File: src/rtl/ff_bank.sv
// Bank of WIDTH single-bit storage channels with run-time SR/JK/D/T behaviour,
// sticky per-channel SR-illegal flags and a saturating illegal-cycle counter.
module ff_bank #(
  parameter int                 WIDTH          = 4,
  parameter logic [WIDTH-1:0]   RESET_VAL      = '0,
  parameter int                 ILLEGAL_POLICY = 0,
  parameter int                 CNT_W          = 8
) (
  input  logic             clk,
  input  logic             rst_n,
  input  logic             en,
  input  logic [1:0]       mode,
  input  logic [WIDTH-1:0] s,
  input  logic [WIDTH-1:0] r,
  input  logic             clr_err,
  output logic [WIDTH-1:0] q,
  output logic [WIDTH-1:0] qbar,
  output logic [WIDTH-1:0] err,
  output logic [CNT_W-1:0] err_cnt
);

  typedef enum logic [1:0] {
    MODE_SR = 2'b00,
    MODE_JK = 2'b01,
    MODE_D  = 2'b10,
    MODE_T  = 2'b11
  } mode_t;

  localparam logic [CNT_W-1:0] CNT_MAX = '1;

  mode_t            mode_sel;
  logic [WIDTH-1:0] q_reg, q_next;
  logic [WIDTH-1:0] err_reg, err_next;
  logic [CNT_W-1:0] cnt_reg, cnt_next, cnt_base;
  logic [WIDTH-1:0] illegal_vec;

  assign mode_sel    = mode_t'(mode);
  assign illegal_vec = (en && mode_sel == MODE_SR) ? (s & r) : '0;

  genvar gi;
  generate
    for (gi = 0; gi < WIDTH; gi++) begin : g_chan
      always_comb begin
        q_next[gi] = q_reg[gi];
        if (en) begin
          unique case (mode_sel)
            MODE_SR: begin
              case ({s[gi], r[gi]})
                2'b10: q_next[gi] = 1'b1;
                2'b01: q_next[gi] = 1'b0;
                2'b11: begin
                  if (ILLEGAL_POLICY == 1)      q_next[gi] = 1'b1;
                  else if (ILLEGAL_POLICY == 2) q_next[gi] = 1'b0;
                  else                          q_next[gi] = q_reg[gi];
                end
                default: q_next[gi] = q_reg[gi];
              endcase
            end
            MODE_JK: begin
              case ({s[gi], r[gi]})
                2'b10:   q_next[gi] = 1'b1;
                2'b01:   q_next[gi] = 1'b0;
                2'b11:   q_next[gi] = ~q_reg[gi];
                default: q_next[gi] = q_reg[gi];
              endcase
            end
            MODE_D:  q_next[gi] = s[gi];
            MODE_T:  q_next[gi] = s[gi] ? ~q_reg[gi] : q_reg[gi];
            default: q_next[gi] = q_reg[gi];
          endcase
        end
      end
    end
  endgenerate

  // A same-cycle illegal event survives clr_err: clearing happens first, then logging.
  always_comb begin
    err_next = (clr_err ? '0 : err_reg) | illegal_vec;
    cnt_base = clr_err ? '0 : cnt_reg;
    cnt_next = cnt_base;
    if (|illegal_vec && cnt_base != CNT_MAX)
      cnt_next = cnt_base + 1'b1;
  end

  always_ff @(posedge clk) begin
    if (!rst_n) begin
      q_reg   <= RESET_VAL;
      err_reg <= '0;
      cnt_reg <= '0;
    end else begin
      q_reg   <= q_next;
      err_reg <= err_next;
      cnt_reg <= cnt_next;
    end
  end

  assign q       = q_reg;
  assign qbar    = ~q_reg;
  assign err     = err_reg;
  assign err_cnt = cnt_reg;

endmodule

File: config.mk
export PLATFORM = sky130hd
export DESIGN_NAME = ff_bank
export DESIGN_NICKNAME = d
export VERILOG_FILES = /design/src/rtl/ff_bank.sv
export SDC_FILE = /design/constraint.sdc
export NUM_CORES = 1
export LEC_CHECK = 0
export BUFFER_PORTS_ARGS = -buffer_cell sky130_fd_sc_hd__buf_2
export CAP_MARGIN = 20
export CORE_MARGIN = 10
export CORE_UTILIZATION = 40
export CTS_CLUSTER_SIZE = 20
export DETAILED_ROUTE_END_ITERATION = 8
export GPL_ROUTABILITY_DRIVEN = 0
export GPL_TIMING_DRIVEN = 0
export PLACE_DENSITY = 0.73
export REMOVE_ABC_BUFFERS = 1
export SLEW_MARGIN = 20
export SYNTH_ARGS = -nofsm -noshare
export SYNTH_HDL_FRONTEND = slang
export SYNTH_SLANG_ARGS = --single-unit
File: constraint.sdc
create_clock -name clk -period 2.1 [get_ports clk]
set_input_delay 0.105 -clock clk [delete_from_list [all_inputs] [get_ports clk]]
set_output_delay 0.105 -clock clk [all_outputs]
set_load 0.005 [all_outputs]
Word-level counts from Yosys, hierarchy flattened
Index checks and enable logic that the tools add are counted.
{"block": "word_totals", "reg_bits": 16, "word_cells": 70}
{"block": "op_classes", "reduce_logical": 8, "addsub": 1, "n_eq_ne": 28, "n_bitwise": 7, "mux": 20}
{"cell": "equality test 2 bit (second input constant)", "count": 10}
{"cell": "2-to-1 mux 8 bit", "count": 2}
{"cell": "one-hot mux 1 bit (4 select lines)", "count": 4}
{"cell": "AND reduction 4 bit", "count": 4}
{"cell": "inequality test 3 x 1 -> 1 bit (second input constant)", "count": 4}
{"cell": "inequality test 4 x 1 -> 1 bit (second input constant)", "count": 3}
{"cell": "one-hot mux 1 bit (3 select lines)", "count": 4}
{"cell": "equality test 2 x 1 -> 1 bit (second input constant)", "count": 5}
{"cell": "adder 8 x 1 -> 8 bit (second input constant)", "count": 1}
{"cell": "2-to-1 mux 4 bit", "count": 2}
{"cell": "inequality test 2 bit (second input constant)", "count": 4}
{"cell": "inequality test 8 bit (second input constant)", "count": 1}
{"cell": "one-hot mux 1 bit (2 select lines)", "count": 4}
{"cell": "AND 4 bit", "count": 1}
{"cell": "2-to-1 mux 1 bit", "count": 4}
{"cell": "inequality test 4 bit (second input constant)", "count": 1}
{"cell": "NOT 1 bit", "count": 4}
{"cell": "NOT 4 bit", "count": 1}
{"cell": "bitwise OR 4 bit", "count": 1}
{"cell": "OR reduction 4 bit", "count": 1}
{"cell": "logical AND 1 bit", "count": 2}
{"cell": "logical NOT 2 bit", "count": 1}

Depth between registers and ports, before layout
Gate-level depths: netlist of run 1.
{"block": "logic_depth", "word_depth": 6, "ltp_mapped": 6, "mapped_depth_nobuf": 6}

Worst setup path before layout of run 1
OpenSTA, ideal clock, no wires.
{"block": "synth_path", "path_kind": "register -> register", "from": "reg cnt_reg[0] (netlist: err_cnt[0])", "to": "reg cnt_reg[3] (netlist: err_cnt[3])", "t_arrival_ns": 1.416, "path_stages_with_launch": 7, "path_slack_ns": 0.558, "period_less_slack_ns": 1.542, "path_buffers": 0, "cell_sequence": "dfxtp_1 -> nor2b_1 -> ha_1 -> nand2_1 -> nor3_1 -> or4_1 -> a21oi_1"}
{"block": "synth_via", "elab_chain_cells": 4}
{"item": "start: declaration", "line": "34", "source": "logic [CNT_W-1:0] cnt_reg, cnt_next, cnt_base;"}
{"item": "start signal: assignment", "line": "93", "source": "cnt_reg <= cnt_next;"}
{"item": "2-to-1 mux 8 bit (*)", "line": "79", "source": "cnt_base = clr_err ? '0 : cnt_reg;"}
{"item": "branches (longest 2 deep; another with adder 8 x 1 -> 8 bit)"}
{"item": "2-to-1 mux 8 bit (*)", "line": "81", "source": "if (|illegal_vec && cnt_base != CNT_MAX)"}
Mark *: on every way between the ends.
A chain may end at the register's enable or synchronous reset.

Worst setup path after layout of run 1
{"block": "layout_path", "from": "reg cnt_reg[0] (netlist: err_cnt[0])", "to": "reg cnt_reg[2] (netlist: err_cnt[2])"}
Same word-level chain as after synthesis.

==> results of run 1 <==
## layer usage
layer | part of all wire [%] | vias up | routed length [µm]
met4 | 1.8 | 0 | 58
met2 | 45 | 38 | 1459
li1 | - | 591 | -
met5 | 0 | - | 0
met1 | 45 | 571 | 1452
met3 | 8.0 | 7 | 258
## cell usage after synthesis
cell	count
o31ai_1	5
a32oi_1	3
nand3b_1	1
a211oi_1	2
o2bb2ai_1	1
clkinv_1	1
dfxtp_1	16
nor2_8	1
clkbuf_1	2
a21boi_0	2
nand2_1	8
and3b_1	2
a22oi_1	1
o211ai_1	2
nand4_1	2
nor3_1	1
o311a_1	1
nor4bb_1	1
or3_1	2
nand3_1	8
nand3_2	1
o221a_2	2
a21boi_1	1
mux2i_1	2
o211a_1	1
or3b_2	1
nor4_1	1
buf_2	1
and3_1	1
a2111o_1	1
or4_1	3
nor2_1	7
o22ai_1	3
a311o_1	3
o2111ai_1	1
and2_1	2
nor4b_1	1
a21oi_1	7
ha_1	10
o21ai_0	8
buf_6	2
inv_1	14
nor2b_1	6
## power by group through the flow
stage / registers [mW] / logic [mW] / clock network, mW
2_1_floorplan: 0.327 / 0.0743 / 0
3_3_place_gp: 0.327 / 0.136 / 0
3_5_place_dp: 0.327 / 0.144 / 0
4_1_cts: 0.321 / 0.145 / 0.177
5_1_grt: 0.322 / 0.162 / 0.188
6_report: 0.320 / 0.143 / 0.169
## worst max-delay path, stage by stage, from the launching register on
cell	delay, ns
dfxtp_1	0.35
nor2b_1	0.27
ha_1	0.27
nand2_1	0.11
or3_1	0.34
nand3_1	0.11
mux2i_1	0.17
## layout make-up
type                       instances  area [µm²]  share of cell area [%]
inverter                          15       56.30                   4.121
tap                               31       38.79                   2.839
sequential                        16       320.3                   23.44
clock buffer                       3       22.52                   1.648
timing repair buffer              33       165.2                   12.09
multi-input combinational        105       763.2                   55.86
## worst max path at each step
stage	startpoint	endpoint	slack, ns
6_report	err_cnt[0]$_SDFF_PN0_	err_cnt[2]$_SDFF_PN0_	0.41
2_1_floorplan	err_cnt[0]$_SDFF_PN0_	err_cnt[3]$_SDFF_PN0_	0.56
3_3_place_gp	err_cnt[0]$_SDFF_PN0_	err_cnt[1]$_SDFF_PN0_	0.33
5_1_grt	err_cnt[0]$_SDFF_PN0_	err_cnt[1]$_SDFF_PN0_	0.17
3_5_place_dp	err_cnt[0]$_SDFF_PN0_	err_cnt[1]$_SDFF_PN0_	0.21
4_1_cts	err_cnt[0]$_SDFF_PN0_	err_cnt[1]$_SDFF_PN0_	0.21
## logic make-up (layout without fill, tap and decap cells)
logic type	Yosys count	after routing	share of synthesized area [%]
fa+ha+maj	10	10	10.70
compound gates	44	44	27.27
flops	16	16	27.38
mux	2	2	1.711
simple gates	49	49	25.14
buf+inv	20	51	7.807
## placed cells by master (no fill, tap or decap), types with 3 or more instances in the layout
master    count
a21oi_1       7
a311o_1       3
a32oi_1       3
buf_2        33
clkbuf_4      3
dfxtp_1      16
ha_1         10
inv_1        14
nand2_1       8
nand3_1       8
nor2_1        7
nor2b_1       6
o21ai_0       8
o22ai_1       3
o31ai_1       5
or4_1         3
## stage by stage
step                instance area (µm²)  total power [mW]  instances  hold slack (ns)  utilization, %
floorplan                          1135            0.4017        136           0.2267               -
global placement                   1339            0.4630        200           0.4344           48.13
detailed placement                 1339            0.4711        200           0.4540           48.13
CTS                                1361            0.6419        203           0.1231           48.94
global route                       1366            0.6715        203           0.1440           49.12
finish                             1366            0.6328        203           0.1334           49.12
==> out/summary.txt, run 1 <==
Nets = 198
Worst setup EP type = flip-flop
Top Usage Layer GRT = met2
CTS buffer count = 3
Slew at the pin closest to its max-slew limit = 0.3762 ns
Sw Share = 30.29%
Area contributors post-synth = dfxtp_1, ha_1, inv_1
Avg WL per Cell = 15.90 µm
Crit path launch type = flip-flop
Antenna-violating nets left = 0
Yosys top cell area share = 27.38%
H-tree depth = 1
Setup Fix Bufs, Post-CTS = 0
Final setup TNS = 0 ns
Dpl ws = 0.2103 ns
Fin crit period = 1.689 ns
Reg2reg start = err_cnt[0]$_SDFF_PN0_
Sw power = 191.7 µW
Fillers = 291
Fmax = 0.5922 GHz
Drt first-iter violations = 59
WHS Path Cells = 3
R2r setup slk = 0.41 ns
Drt total wl = 3228 µm
Sequential-to-total area share from yosys stat = 27.38%
Worst EP arrival = 1.92 ns
Grt ovf = 0
M1 GR Usage = 13.69%
R2R depth = 6
Clk network pwr share = 26.7%
CP max FO = 4
Synth-to-layout area growth = 16.79%
Synthesized area = 1170 µm²
Clock buffer depth = 2
Die width = 74.08 µm
Leading area contributor after synthesis = dfxtp_1
Core area = 2781 µm²
PD cells = 463.1 nW/µm²
Status = finished, final reports clean
Hpwl dp = 2495 µm
Die ar. = 5488 µm²
CTS Sinks = 16
IO Pins = 34
Final max-slew violation count = 0
Synthesized area per cell = 8.297 µm²
Synth Instances = 141
Final period util = 80.41%
Pint = 441.1 µW
Hold Path Sink = q[3]$_SDFFE_PN0P_
Via count = 1,207
Hold WC Path Type = primary input to flip-flop
Cts hold-fix bufs = 0
Rows = 19
Worst-path clk slew = 0.09 ns
Peak supply drop = 0.0002734 V
Total GRT Usage = 12.17%
Post_cts resized = 0
Worst-Skew Late Latency = 0.30 ns
Critical path class = flip-flop to flip-flop
Final Worst Setup Slack = 0.4115 ns
Number of global-route vias before repair = 1,262
First-pass GRT wire length = 5471 µm
DRT Pass-1 Iters = 4
Flop pwr share = 50.6%
Final setup violating endpoints = 0
Count of different cell masters after synthesis = 43
Synthesized flop and latch total = 16
Max_slew headroom = 74.78%
Met3 Resource Use GR = 3.989%
Antenna Cells = 0
Initial Utilization = 42.06%
Layout cells sized above 1 = 24.42%
Drt via density = 5.946
Largest net degree at the start of global routing = 19
Reg-to-Reg End = err_cnt[2]$_SDFF_PN0_
Fin Clk Skew = 0.004663 ns
Die Y = 74.08 µm
GRT met2 Usage = 20.27%
RSZ-0062 raised after global routing = no
CTS tree = done
Largest register FFs = 8
Comb pwr share = 22.7%
Worst Min Path Start = s[3]
IO buf count = 33
Final hold vios = 0
Max-cap violations = 0
LEAKAGE = 0.5989 nW
Initial antenna violation count = 0
Yosys warnings = 0
Root Buffer Master = clkbuf_4
Req. time, crit path = 2.33 ns
# DRC = 0
Power figures use the tool's default switching activity.
==> inputs of run 2 (changes only) <==
Clock period 2.1 ns to 1.71 ns, I/O delays scaled along.
==> out/summary.txt, run 2 (synthesis gave the netlist of run 1 again) <==
Req. time, crit path = 1.95 ns (was 2.33 ns)
Initial Utilization = 42.06% (unchanged)
Critical Path End = err_cnt[3]$_SDFF_PN0_ (was err_cnt[2]$_SDFF_PN0_)
Reg2reg start = err_cnt[1]$_SDFF_PN0_ (was err_cnt[0]$_SDFF_PN0_)
Final period util = 92.51% (was 80.41%)
Commonest non-fill, non-tap cell in the layout = buf_2 (unchanged)
Sw power = 237.2 µW (was 191.7 µW)
CTS buffer count = 3 (unchanged)
GRT met2 Usage = 20.27% (unchanged)
Drt first-iter violations = 86 (was 59)
Synth-to-layout area growth = 19.68% (was 16.79%)
IO Pins = 34 (unchanged)
Slew at the pin closest to its max-slew limit = 0.3621 ns (was 0.3762 ns)
Final setup violating endpoints = 0 (unchanged)
Dpl ws = -0.1797 ns (was 0.2103 ns)
Sw Share = 30.43% (was 30.29%)
Total GRT Usage = 12.25% (was 12.17%)
R2R depth = 6 (unchanged)
H-tree depth = 1 (unchanged)
Pint = 542.4 µW (was 441.1 µW)
Fillers = 282 (was 291)
Hpwl dp = 2495 µm (unchanged)
Fin crit period = 1.582 ns (was 1.689 ns)
Cts hold-fix bufs = 0 (unchanged)
Clock buffer depth = 2 (unchanged)
Drt via density = 5.917 (was 5.946)
Reg-to-Reg End = err_cnt[3]$_SDFF_PN0_ (was err_cnt[2]$_SDFF_PN0_)
Status = finished, final reports clean (unchanged)
Flop pwr share = 50.5% (was 50.6%)
Most frequent cells in the layout = buf_2, dfxtp_1, inv_1, ha_1 (unchanged)
Core area = 2781 µm² (unchanged)
Worst-path clk slew = 0.09 ns (about the same)
Clk network pwr share = 26.7% (about the same)
Critical path class = flip-flop to flip-flop (unchanged)
Antenna-violating nets left = 0 (unchanged)
Die ar. = 5488 µm² (unchanged)
CTS Sinks = 16 (unchanged)
First-pass GRT wire length = 5513 µm (was 5471 µm)
Rows = 19 (unchanged)
Setup crit start = err_cnt[1]$_SDFF_PN0_ (was err_cnt[0]$_SDFF_PN0_)
Largest net degree at the start of global routing = 19 (unchanged)
Top Usage Layer GRT = met2 (unchanged)
Peak supply drop = 0.0003359 V (was 0.0002734 V)
Worst EP arrival = 1.82 ns (was 1.92 ns)
Grt ovf = 0 (unchanged)
M1 GR Usage = 13.92% (was 13.69%)
Max-cap violations = 0 (unchanged)
CTS tree = done (unchanged)
Hold WC Path Type = primary input to flip-flop (unchanged)
Initial antenna violation count = 0 (unchanged)
DRT Pass-1 Iters = 4 (unchanged)
CP max FO = 7 (was 4)
Largest register FFs = 8 (unchanged)
RSZ-0062 raised after global routing = no (unchanged)
Hold slack = 0.1144 ns (was 0.1334 ns)
# DRC = 0 (unchanged)
Drt total wl = 3233 µm (was 3228 µm)
LEAKAGE = 0.6176 nW (was 0.5989 nW)
Final max-slew violation count = 0 (unchanged)
Comb pwr share = 22.8% (was 22.7%)
Fin Clk Skew = 0.005616 ns (was 0.004663 ns)
Met3 Resource Use GR = 3.989% (unchanged)
Crit path launch type = flip-flop (unchanged)
Die width = 74.08 µm (unchanged)
IO buf count = 33 (unchanged)
Fmax = 0.6321 GHz (was 0.5922 GHz)
Avg WL per Cell = 15.85 µm (was 15.90 µm)
Nets = 199 (was 198)
Via count = 1,207 (unchanged)
Worst setup EP type = flip-flop (unchanged)
Layout cells sized above 1 = 27.75% (was 24.42%)
Final instance area = 1400 µm² (was 1366 µm²)
Post-DP Area = 1339 µm² (unchanged)
PD cells = 556.8 nW/µm² (was 463.1 nW/µm²)
Final Worst Setup Slack = 0.1281 ns (was 0.4115 ns)
Antenna Cells = 0 (unchanged)
Final hold vios = 0 (unchanged)
Worst-Skew Late Latency = 0.30 ns (about the same)
Number of global-route vias before repair = 1,265 (was 1,262)
R2r setup slk = 0.13 ns (was 0.41 ns)
Die Y = 74.08 µm (unchanged)
Max_slew headroom = 75.86% (was 74.78%)
Root Buffer Master = clkbuf_4 (unchanged)
[run 2: cell types whose count changed in the layout (fill, tap and decap cells not counted)]
cell / previous run / this run
nor3_4: 0 / 1
ha_2: 0 / 1
ha_1: 10 / 9
dfxtp_1: 16 / 15
nor2b_2: 0 / 1
nor2b_1: 6 / 4
nor2b_4: 0 / 1
buf_4: 0 / 1
nor4b_2: 0 / 1
dfxtp_2: 0 / 1
nor3_2: 1 / 0
nor4b_1: 1 / 0
[run 2: layer usage]
| metal | wire [µm] | share of wire (%) |
|---|---|---|
| met2 | 1466 | 45 |
| met4 | 58 | 1.8 |
| met1 | 1442 | 45 |
| met5 | 0 | 0 |
| met3 | 266 | 8.2 |
[run 2: stage by stage]
| step | power (mW) | instances | setup TNS, ns | utilization (%) |
|---|---|---|---|---|
| after detailed placement | 0.5786 | 200 | -0.5292 | 48.13 |
| final | 0.7796 | 204 | 0 | 50.34 |
| after global routing | 0.8265 | 204 | 0 | 50.34 |
| after global placement | 0.5686 | 200 | -0.2273 | 48.13 |
| after CTS | 0.7883 | 203 | 0 | 49.12 |
| after floorplan | 0.4933 | 136 | 0 | - |
[run 2: layout make-up]
class	count	area, µm²	area share [%]
clock buffer	3	22.52	1.609
inverter	15	56.30	4.021
multi-input combinational	105	788.3	56.30
sequential	16	321.6	22.97
tap	31	38.79	2.770
timing repair buffer	34	172.7	12.33
[run 2: how the worst min path moves through the flow]
stage,startpoint,to,cells after the start
floorplan,rst_n,err[3]$_SDFF_PN0_,1
global placement,s[3],q[3]$_SDFFE_PN0P_,3
detailed placement,s[3],q[3]$_SDFFE_PN0P_,3
CTS,s[3],q[3]$_SDFFE_PN0P_,3
global route,s[3],q[3]$_SDFFE_PN0P_,3
finish,s[3],q[3]$_SDFFE_PN0P_,3
[run 2: critical path, cell delays in order (launching register included)]
cell	delay (ns)
dfxtp_2	0.35
nor2b_2	0.16
ha_2	0.20
nand2_1	0.14
nor3_4	0.07
or4_1	0.46
a21oi_1	0.14
[run 2: power groups by stage]
stage	clock, mW	sequential [mW]	combinational [mW]
6_report	0.208	0.393	0.178
3_3_place_gp	0	0.401	0.167
3_5_place_dp	0	0.402	0.177
2_1_floorplan	0	0.402	0.0912
5_1_grt	0.231	0.396	0.200
4_1_cts	0.217	0.394	0.177
[run 2: timing repair]
action	4_1_cts	5_1_grt
pin swaps	0	1
resized for setup	1	7
buffers inserted	0	1
endpoints found under the setup margin	4	7
